==> src/rtl/set_job_dispatcher_if.sv <==
// set_job_dispatcher_if
//   Bundles the three channels around the SET job dispatcher:
//     job_*  : host -> dispatcher job offer (valid/ready)
//     set_*  : dispatcher <-> SET engine (start strobe, fields, busy, result)
//     res_*  : dispatcher -> host result (valid/ready)
//   Modports:
//     master : the environment (host plus engine) driving the dispatcher
//     slave  : the dispatcher itself
interface set_job_dispatcher_if;
  // host job channel
  logic        job_valid;
  logic        job_ready;
  logic [23:0] job_central;
  logic [11:0] job_radius;
  logic [1:0]  job_mode;
  // engine channel
  logic        set_en;
  logic [23:0] set_central;
  logic [11:0] set_radius;
  logic [1:0]  set_mode;
  logic        set_busy;
  logic        set_valid;
  logic [7:0]  set_candidate;
  // host result channel
  logic        res_valid;
  logic        res_ready;
  logic [7:0]  res_candidate;
  logic [3:0]  res_tag;
  logic        res_timeout;

  modport master (
    output job_valid, job_central, job_radius, job_mode,
    input  job_ready,
    input  set_en, set_central, set_radius, set_mode,
    output set_busy, set_valid, set_candidate,
    input  res_valid, res_candidate, res_tag, res_timeout,
    output res_ready
  );

  modport slave (
    input  job_valid, job_central, job_radius, job_mode,
    output job_ready,
    output set_en, set_central, set_radius, set_mode,
    input  set_busy, set_valid, set_candidate,
    output res_valid, res_candidate, res_tag, res_timeout,
    input  res_ready
  );
endinterface

==> src/rtl/set_job_dispatcher.sv <==
// set_job_dispatcher
//   Host-side initiator for the SET engine. Jobs offered on the host port
//   are buffered in a DEPTH-entry FIFO and issued to the engine one at a
//   time. The engine's single-cycle result pulse (or a watchdog expiry after
//   TIMEOUT cycles of waiting) is captured into a one-entry result slot
//   carrying a 4-bit sequence tag.
//   Ports:
//     clk : clock, everything on the rising edge
//     rst : synchronous active-high reset
//     bus : set_job_dispatcher_if.slave (job_*, set_*, res_* channels)
//   All outputs are driven straight from registers.
module set_job_dispatcher #(
  parameter int DEPTH   = 4,     // FIFO entries, power of two, 2..16
  parameter int TIMEOUT = 1024,  // cycles in WAIT before a forced timeout result
  parameter int TW      = 11     // watchdog width, must hold TIMEOUT-1
) (
  input  logic                  clk,
  input  logic                  rst,
  set_job_dispatcher_if.slave   bus
);

  localparam int AW = (DEPTH > 1) ? $clog2(DEPTH) : 1;
  localparam int EW = 24 + 12 + 2;  // {central, radius, mode}
  localparam logic [AW:0]   FULL_CNT = (AW+1)'(DEPTH);
  localparam logic [TW-1:0] WD_LAST  = TW'(TIMEOUT - 1);

  typedef enum logic [1:0] {
    IDLE  = 2'd0,
    ISSUE = 2'd1,
    WAIT  = 2'd2
  } state_t;

  // ---------------------------------------------------------------------------
  // State
  // ---------------------------------------------------------------------------
  state_t          state_reg, state_next;

  logic [EW-1:0]   mem [DEPTH];
  logic [AW-1:0]   wr_ptr_reg, wr_ptr_next;
  logic [AW-1:0]   rd_ptr_reg, rd_ptr_next;
  logic [AW:0]     count_reg, count_next;
  logic            job_ready_reg, job_ready_next;

  logic [EW-1:0]   set_fields_reg;
  logic            set_en_reg, set_en_next;
  logic [TW-1:0]   wd_reg, wd_next;
  logic [3:0]      tag_reg, tag_next;

  logic            res_valid_reg, res_valid_next;
  logic [7:0]      res_cand_reg, res_cand_next;
  logic [3:0]      res_tag_reg, res_tag_next;
  logic            res_timeout_reg, res_timeout_next;

  logic            push;
  logic            pop;

  // A push is only ever attempted against the registered ready, which is
  // exactly !full for the current occupancy, so a full FIFO drops the offer.
  assign push = bus.job_valid && job_ready_reg;

  // Dispatch needs a queued job, an idle engine and a free result slot; the
  // pop of the FIFO head happens on the same edge as the move to ISSUE.
  assign pop = (state_reg == IDLE) && (count_reg != '0) &&
               !bus.set_busy && !res_valid_reg;

  // ---------------------------------------------------------------------------
  // FIFO storage: plain array, written on push, head read registered straight
  // into the engine field register on pop.
  // ---------------------------------------------------------------------------
  always_ff @(posedge clk) begin
    if (push && !rst) begin
      mem[wr_ptr_reg] <= {bus.job_central, bus.job_radius, bus.job_mode};
    end
  end

  always_ff @(posedge clk) begin
    if (rst) begin
      set_fields_reg <= '0;
    end else if (pop) begin
      set_fields_reg <= mem[rd_ptr_reg];
    end
  end

  // ---------------------------------------------------------------------------
  // FIFO pointer / occupancy bookkeeping
  // ---------------------------------------------------------------------------
  always_comb begin
    wr_ptr_next = wr_ptr_reg;
    rd_ptr_next = rd_ptr_reg;
    count_next  = count_reg;
    if (push) begin
      wr_ptr_next = wr_ptr_reg + AW'(1);
    end
    if (pop) begin
      rd_ptr_next = rd_ptr_reg + AW'(1);
    end
    unique case ({push, pop})
      2'b10:   count_next = count_reg + (AW+1)'(1);
      2'b01:   count_next = count_reg - (AW+1)'(1);
      default: count_next = count_reg;
    endcase
    job_ready_next = (count_next != FULL_CNT);
  end

  // ---------------------------------------------------------------------------
  // Dispatch FSM and result slot, next-state logic
  // ---------------------------------------------------------------------------
  always_comb begin
    state_next       = state_reg;
    set_en_next      = 1'b0;
    wd_next          = wd_reg;
    tag_next         = tag_reg;
    res_valid_next   = res_valid_reg;
    res_cand_next    = res_cand_reg;
    res_tag_next     = res_tag_reg;
    res_timeout_next = res_timeout_reg;

    // Host consumes the held result.
    if (res_valid_reg && bus.res_ready) begin
      res_valid_next = 1'b0;
    end

    unique case (state_reg)
      IDLE: begin
        // set_valid is deliberately ignored here, so a late or stray engine
        // pulse can never fabricate a result.
        if (pop) begin
          state_next  = ISSUE;
          set_en_next = 1'b1;
        end
      end

      ISSUE: begin
        state_next = WAIT;
        wd_next    = '0;
      end

      WAIT: begin
        wd_next = wd_reg + TW'(1);
        // The engine result wins over a watchdog expiry on the same edge.
        if (bus.set_valid) begin
          state_next       = IDLE;
          res_valid_next   = 1'b1;
          res_cand_next    = bus.set_candidate;
          res_tag_next     = tag_reg;
          res_timeout_next = 1'b0;
          tag_next         = tag_reg + 4'd1;
        end else if (wd_reg == WD_LAST) begin
          state_next       = IDLE;
          res_valid_next   = 1'b1;
          res_cand_next    = 8'd0;
          res_tag_next     = tag_reg;
          res_timeout_next = 1'b1;
          tag_next         = tag_reg + 4'd1;
        end
      end

      default: begin
        state_next = IDLE;
      end
    endcase
  end

  // ---------------------------------------------------------------------------
  // Register update
  // ---------------------------------------------------------------------------
  always_ff @(posedge clk) begin
    if (rst) begin
      state_reg       <= IDLE;
      wr_ptr_reg      <= '0;
      rd_ptr_reg      <= '0;
      count_reg       <= '0;
      job_ready_reg   <= 1'b1;
      set_en_reg      <= 1'b0;
      wd_reg          <= '0;
      tag_reg         <= 4'd0;
      res_valid_reg   <= 1'b0;
      res_cand_reg    <= 8'd0;
      res_tag_reg     <= 4'd0;
      res_timeout_reg <= 1'b0;
    end else begin
      state_reg       <= state_next;
      wr_ptr_reg      <= wr_ptr_next;
      rd_ptr_reg      <= rd_ptr_next;
      count_reg       <= count_next;
      job_ready_reg   <= job_ready_next;
      set_en_reg      <= set_en_next;
      wd_reg          <= wd_next;
      tag_reg         <= tag_next;
      res_valid_reg   <= res_valid_next;
      res_cand_reg    <= res_cand_next;
      res_tag_reg     <= res_tag_next;
      res_timeout_reg <= res_timeout_next;
    end
  end

  // ---------------------------------------------------------------------------
  // Outputs
  // ---------------------------------------------------------------------------
  assign bus.job_ready     = job_ready_reg;
  assign bus.set_en        = set_en_reg;
  assign bus.set_central   = set_fields_reg[EW-1 -: 24];
  assign bus.set_radius    = set_fields_reg[13:2];
  assign bus.set_mode      = set_fields_reg[1:0];
  assign bus.res_valid     = res_valid_reg;
  assign bus.res_candidate = res_cand_reg;
  assign bus.res_tag       = res_tag_reg;
  assign bus.res_timeout   = res_timeout_reg;

endmodule

==> src/flat_wrapper.sv <==
// flat-port wrapper written by rule: the top's interface ports become plain ports
module set_job_dispatcher_flat 
#(
  parameter int DEPTH   = 4,                                         
  parameter int TIMEOUT = 1024,                                                  
  parameter int TW      = 11                                           
)
  (clk, rst, bus_job_valid, bus_job_central, bus_job_radius, bus_job_mode, bus_job_ready, bus_set_en, bus_set_central, bus_set_radius, bus_set_mode, bus_set_busy, bus_set_valid, bus_set_candidate, bus_res_valid, bus_res_candidate, bus_res_tag, bus_res_timeout, bus_res_ready);
  set_job_dispatcher_if bus_i ();
  input  logic clk;
  input  logic rst;
  input wire logic [$bits(bus_i.job_valid)-1:0] bus_job_valid;
  input wire logic [$bits(bus_i.job_central)-1:0] bus_job_central;
  input wire logic [$bits(bus_i.job_radius)-1:0] bus_job_radius;
  input wire logic [$bits(bus_i.job_mode)-1:0] bus_job_mode;
  output wire logic [$bits(bus_i.job_ready)-1:0] bus_job_ready;
  output wire logic [$bits(bus_i.set_en)-1:0] bus_set_en;
  output wire logic [$bits(bus_i.set_central)-1:0] bus_set_central;
  output wire logic [$bits(bus_i.set_radius)-1:0] bus_set_radius;
  output wire logic [$bits(bus_i.set_mode)-1:0] bus_set_mode;
  input wire logic [$bits(bus_i.set_busy)-1:0] bus_set_busy;
  input wire logic [$bits(bus_i.set_valid)-1:0] bus_set_valid;
  input wire logic [$bits(bus_i.set_candidate)-1:0] bus_set_candidate;
  output wire logic [$bits(bus_i.res_valid)-1:0] bus_res_valid;
  output wire logic [$bits(bus_i.res_candidate)-1:0] bus_res_candidate;
  output wire logic [$bits(bus_i.res_tag)-1:0] bus_res_tag;
  output wire logic [$bits(bus_i.res_timeout)-1:0] bus_res_timeout;
  input wire logic [$bits(bus_i.res_ready)-1:0] bus_res_ready;
  assign bus_i.job_valid = bus_job_valid;
  assign bus_i.job_central = bus_job_central;
  assign bus_i.job_radius = bus_job_radius;
  assign bus_i.job_mode = bus_job_mode;
  assign bus_job_ready = bus_i.job_ready;
  assign bus_set_en = bus_i.set_en;
  assign bus_set_central = bus_i.set_central;
  assign bus_set_radius = bus_i.set_radius;
  assign bus_set_mode = bus_i.set_mode;
  assign bus_i.set_busy = bus_set_busy;
  assign bus_i.set_valid = bus_set_valid;
  assign bus_i.set_candidate = bus_set_candidate;
  assign bus_res_valid = bus_i.res_valid;
  assign bus_res_candidate = bus_i.res_candidate;
  assign bus_res_tag = bus_i.res_tag;
  assign bus_res_timeout = bus_i.res_timeout;
  assign bus_i.res_ready = bus_res_ready;
  set_job_dispatcher #(.DEPTH(DEPTH), .TIMEOUT(TIMEOUT), .TW(TW)) u_core (.clk(clk), .rst(rst), .bus(bus_i));
endmodule
==> config.mk <==
export PLATFORM = sky130hd
export DESIGN_NAME = set_job_dispatcher_flat
export DESIGN_NICKNAME = d
export VERILOG_FILES = /design/src/rtl/set_job_dispatcher_if.sv /design/src/rtl/set_job_dispatcher.sv /design/src/flat_wrapper.sv
export SDC_FILE = /design/constraint.sdc
export NUM_CORES = 1
export LEC_CHECK = 0
export CORE_UTILIZATION = 30
export CTS_BUF_LIST = sky130_fd_sc_hd__clkbuf_4
export CTS_CLUSTER_DIAMETER = 30
export DETAILED_ROUTE_END_ITERATION = 10
export HOLD_SLACK_MARGIN = 0.12
export SYNTH_ARGS = -nofsm -noshare
export SYNTH_HDL_FRONTEND = slang
export SYNTH_SLANG_ARGS = --single-unit
==> constraint.sdc <==
create_clock -name clk -period 4.3 [get_ports clk]
set_input_delay 0.645 -clock clk [delete_from_list [all_inputs] [get_ports clk]]
set_output_delay 0.645 -clock clk [all_outputs]
set_load 0.01 [all_outputs]
==> results of run 1 <==
[power by group through the flow]
stage / logic [mW] / clock network, mW / registers, mW
CTS: 1.22 / 2.22 / 2.78
finish: 1.19 / 2.14 / 2.76
detailed placement: 1.21 / 0 / 2.82
global route: 1.31 / 2.33 / 2.80
floorplan: 0.798 / 0 / 2.73
global placement: 1.20 / 0 / 2.82
[cell usage after synthesis, drive strengths merged]
cell and count:
edfxtp 152, nand2 84, dfxtp 78, a21oi 46, mux4 38, nor2 25
clkbuf 15, inv 12, buf 11, ha 11, a22o 8, mux2i 8
xor2 8, nand2b 6, xnor2 6, nand3 5, and2 4, or3 4
and3 3, nand4 3, nor3 3, o21ai 3, a21o 2, and4 2
a211oi 1, a221oi 1, a31o 1, fa 1, nand4b 1, nor2b 1
nor3b 1, o31a 1, o31ai 1, o41ai 1
[how the worst max path moves through the flow]
stage                           end  depth (start not counted)
5_1_grt        u_core.bus.job_ready                         12
2_1_floorplan  u_core.bus.job_ready                         11
3_5_place_dp   u_core.bus.job_ready                         11
4_1_cts        u_core.bus.job_ready                         12
6_report       u_core.bus.job_ready                         12
3_3_place_gp   u_core.bus.job_ready                         11
[layout make-up]
cell class / instances / area, µm² / area share, %
inverters: 12 / 45.04 / 0.4120
multi-input cells: 279 / 2243 / 20.52
flip-flops and latches: 230 / 6131 / 56.08
clock inverters: 21 / 173.9 / 1.591
clock buffers: 99 / 743.2 / 6.798
diodes: 1 / 2.502 / 0.02289
well taps: 378 / 473.0 / 4.326
repair buffers: 115 / 1121 / 10.25
[worst max-delay path, delay by kind of cell (launching register included)]
kind / cells / cell delay, ps
DFF: 1 / 330
buffers and inverters: 3 / 230
xor gates and xnor gates: 1 / 160
and+or+nand+nor: 4 / 810
adders and majority gates: 3 / 730
AOI/OAI and AO/OA: 1 / 200
[per-stage QoR]
step                utilization, %  area, µm²
floorplan                        -       8526
global placement             35.94      10010
detailed placement           35.94      10010
finish                       39.25      10930
CTS                          39.24      10930
global route                 39.25      10930
[layout by cell type (no fill, tap or decap), drive strengths merged, types with 11 or more instances in the layout]
cell type / count
ha: 11
mux4: 38
buf: 11
a21oi: 46
clkinv: 16
clkdlybuf4s50: 104
clkbuf: 99
inv: 14
nand2: 84
dfxtp: 78
edfxtp: 152
nor2: 25
[routing by layer]
metal | vias to the layer above | wire length (µm) | global-route usage [%]
li1 | 2385 | - | -
met1 | 2451 | 7763 | 15.32
met2 | 152 | 8581 | 20.25
met3 | 28 | 1064 | 3.932
met4 | 0 | 296 | 5.875
met5 | - | 0 | 0
[kinds of logic after synthesis]
kind of cell | count (synthesis)
AND/OR/NAND/NOR | 142
XOR/XNOR | 14
flip-flops | 230
adder cells (fa/ha/maj) | 12
AO/OA/AOI/OAI | 65
multiplexers | 46
buffers and inverters | 38
==> flow_metrics.tcl, run 1 <==
set metrics [dict create \
    status "finished, final reports clean" \
    cts.sinks 230 \
    min-delay-start "u_core.set_fields_reg[10]" \
    viasPerCell 4.419 \
    powerDensity_nw_per_um2 556.9 \
    setup.worst_path.start_class "register" \
    power.leakage_nw 3.707 \
    reg2reg_depth 12 \
    finalHoldViolations 0 \
    cts_inserted_buffers 66 \
    power_frac_comb_pct 19.5 \
    grt_max_degree 65 \
    clock-root-buffer "clkbuf_4" \
    rows 61 \
    power_frac_clock_pct 35.2 \
    clockBufferDepth 3 \
    switching_power_mw 1.663 \
    grt.total_usage_pct 12.56 \
    max-vdd-ir-drop_mv 0.2496 \
    timing.rr.end "u_core.bus.job_ready" \
    crit_arrival_ps 3110 \
    cts_tree "done" \
    synth_xor_area_share_pct 1.438 \
    p_seq_share_pct 45.4 \
    synthAdderAreaFrac_pct 1.849 \
    ff2ff_setup_slack_ps 1680 \
    fillers 2650 \
    regToRegStartpoint "u_core.state_reg[1]" \
    hold-worst-slack_ps 454.9 \
    critPathSlowestCell "fa_1" \
    min_to "u_core.set_fields_reg[10]" \
    antenna_found_initial 1 \
    synth_top_family_by_area "multiplexers" \
    maxSlewViolCount 0 \
    syn_inst 547 \
    max_cap_viol_count 0 \
    grt-ovfl-total 0 \
    cp.required_ps 4780 \
    synth_area_um2 8526 \
    crit_fanout 3 \
    skew_ps 56.11 \
    areaGrowthSynthToFinish_pct 28.24 \
    final-instance-count-excl-fill 1135 \
    core_um2 27860 \
    intPower_mw 4.426 \
    vias 5016 \
    worstHoldPathType "reg2reg" \
    ys_ff_latch 230 \
    dp_cells 1014 \
    yosys.area_share.simple_pct 7.279 \
    post_synth_num_cell_types 38 \
    fin_crit_sh_pct 60.95 \
    worst_slack_ps 1679 \
    yosysTopAreaCell "edfxtp_1" \
    cts_resized 0 \
    syn_nets 611 \
    die_h_um 170.6 \
    nets 768 \
    synth_area_leaders "edfxtp_1, dfxtp_1, mux4_2" \
    drt_wl_total_um 17710 \
    boundaryPins 106 \
    pre_cts_ws_ps 1239 \
    synth.top_cell.area_share_pct 53.54 \
    drt-wirelength-per-cell_um 15.60 \
    setup_viol 0 \
    cts_max_level 3 \
    p_total_mw 6.089 \
    final.setup.tns_ps 0 \
    crit_path_end_kind "register" \
    initial_utilization_pct 30.60 \
    rsz0062_at_grt "no" \
    grt_pass1_vias 5210 \
    drt_iter0_drc 199 \
    die-area_um2 29100 \
    clkTransAtPathRegs_ps 60 \
    drtPass1Iterations 4 \
    path_class "reg2reg" \
    timing.fmax_ghz 0.3815 \
    drc 0 \
    detail-route-antenna-nets 0 \
    cts_hold_buf 0 \
    cts_setup_buffers 0 \
    synth_compound_area_share_pct 4.682 \
    dp_hpwl_um 10430 \
    syn-mean-instance-area_um2 15.59 \
    dieWidth_um 170.6 \
    min_period_ps 2621 \
    ys_seq_area_share_pct 71.85 \
    drive_gt1_share_pct 22.62 \
    grt_pass1_wl_um 27580 \
    slew_headroom_pct 41.64 \
    path_cells "inv_1, ha_1, nor3b_1, nand2_2, inv_2, ha_1, inv_1, fa_1, xor2_1, or3_1, a21oi_1, nand2b_1" \
    muxShareOfSynthArea_pct 10.98 \
    port_buffers 105 \
    hold_depth 2 \
    clk_latency_ps 650 \
    worstSetupStartpoint "u_core.state_reg[1]" \
    p_sw_share_pct 27.31 \
    largest_reg_flops 152 \
    critPathMaxStageDelay_ps 380 \
    ys_warn_count 0 \
    worst_pin_slew_ps 875.3 \
    place_congestion 0.7244 \
]
No activity file was read; power rests on OpenSTA's default activity.
==> run 2: changes to the inputs <==
- clock period: 4.3 -> 2.55 ns (I/O delays scaled with it)
==> flow_metrics.tcl, run 2 (same netlist as run 1, synthesis figures left out) <==
set metrics [dict create \
    status "finished, final reports clean" \
    timing.fmax_ghz 0.4147 \
    cts_max_level 3 \
    power_frac_comb_pct 20.7 \
    cts.sinks 230 \
    crit_path_end_kind "register" \
    areaGrowthSynthToFinish_pct 29.98 \
    vias 5084 \
    switching_power_mw 2.842 \
    p_sw_share_pct 27.16 \
    clockBufferDepth 3 \
    drt-wirelength-per-cell_um 15.49 \
    drtPass1Iterations 4 \
    min_period_ps 2411 \
    cp.required_ps 3050 \
    final-instance-count-excl-fill 1142 \
    die-area_um2 29100 \
    dp_hpwl_um 10000 \
    hold-worst-slack_ps 277.5 \
    crit_arrival_ps 2910 \
    power.leakage_nw 3.759 \
    grt_pass1_vias 5337 \
    antenna_found_initial 1 \
    maxSlewViolCount 0 \
    drt_wl_total_um 17690 \
    clock-root-buffer "clkbuf_4" \
    final_common_cell "edfxtp_1" \
    max_cap_viol_count 0 \
    drive_gt1_share_pct 23.46 \
    path_class "reg2reg" \
    clk_latency_ps 650 \
    port_buffers 105 \
    finalHoldViolations 0 \
    cts_tree "done" \
    powerDensity_nw_per_um2 944.2 \
    cts_inserted_buffers 68 \
    rows 61 \
    final.setup.tns_ps 0 \
    power_frac_clock_pct 35.6 \
    setup_viol 0 \
    multi_input_area_um2 2252 \
    boundaryPins 106 \
    drc 0 \
    grt.total_usage_pct 12.76 \
    skew_ps 45.62 \
    viasPerCell 4.452 \
    slew_headroom_pct 64.49 \
    p_seq_share_pct 43.7 \
    crit_fanout 3 \
    dieWidth_um 170.6 \
    fin_crit_sh_pct 94.56 \
    initial_utilization_pct 30.60 \
    seq_area_um2 6131 \
    die_h_um 170.6 \
    core_um2 27860 \
    max-vdd-ir-drop_mv 0.4014 \
    clkTransAtPathRegs_ps 60 \
    worstHoldPathType "in2reg" \
    intPower_mw 7.621 \
    grt_max_degree 40 \
    final_cell_mix "edfxtp_1, clkdlybuf4s50_1, clkbuf_4, nand2_1, dfxtp_1" \
    dp_cells 1017 \
    worst_pin_slew_ps 530.6 \
    largest_reg_flops 152 \
    fillers 2660 \
    setup.worst_path.start_class "register" \
    p_total_mw 10.46 \
    grt-ovfl-total 0 \
    detail-route-antenna-nets 0 \
    drt_iter0_drc 183 \
    nets 774 \
    grt_pass1_wl_um 27950 \
    place_congestion 0.7350 \
]
run 2: cell type report:
class,instances,area share [%]
Timing Repair Buffer,119,11.06
Multi-Input combinational cell,279,20.32
Inverter,12,0.4065
Clock buffer,98,6.639
Clock inverter,25,1.953
Antenna cell,1,0.02258
Tap cell,378,4.268
Sequential cell,230,55.32
run 2: power groups by stage:
| stage | sequential [mW] | clock [mW] | combinational (mW) |
|---|---|---|---|
| after detailed placement | 4.66 | 0 | 2.20 |
| after global placement | 4.65 | 0 | 2.19 |
| after floorplan | 4.61 | 0 | 1.35 |
| final | 4.57 | 3.73 | 2.17 |
| after CTS | 4.58 | 3.87 | 2.21 |
| after global routing | 4.62 | 4.09 | 2.38 |
run 2: metal layers:
| layer | vias up | track usage, % | wire length, µm |
|---|---|---|---|
| met5 | - | 0 | 0 |
| met4 | 0 | 6.228 | 313 |
| met3 | 26 | 4.118 | 1269 |
| met2 | 157 | 19.91 | 8232 |
| met1 | 2491 | 15.95 | 7870 |
| li1 | 2410 | - | - |
run 2: critical path, cell delays in order, from the launching register on:
cell	delay, ps
dfxtp_1	320
inv_1	100
ha_1	170
nor3b_2	170
buf_4	140
nand2_2	60
inv_2	50
ha_1	170
inv_1	60
fa_1	370
xor2_1	150
or3_1	320
a21oi_2	140
nand2b_1	60
run 2: path summary, 6_finish.rpt:
| path | start | end | slack (ps) | depth (start not counted) |
|---|---|---|---|---|
| max reg2reg | u_core.state_reg[1] | u_core.bus.job_ready | 140 | 13 |
| max | u_core.state_reg[1] | u_core.bus.job_ready | 140 | 13 |
| min | rst | u_core.rd_ptr_reg[0] | 280 | 3 |
| min reg2reg | u_core.set_fields_reg[17] | u_core.set_fields_reg[17] | 450 | 2 |
run 2: stage by stage:
stage	setup slack, ps	instance area [µm²]	utilization, %
2_1_floorplan	1.692	8527	-
3_3_place_gp	-132.4	10110	36.29
3_5_place_dp	-150.8	10110	36.29
4_1_cts	43.56	11060	39.71
5_1_grt	-16.68	11080	39.78
6_report	138.8	11080	39.78
run 2: what timing repair did:
action	4_1_cts	5_1_grt
endpoints found under the setup margin	0	2
hold buffers	0	0
resized for setup	0	3
buffers inserted	0	1
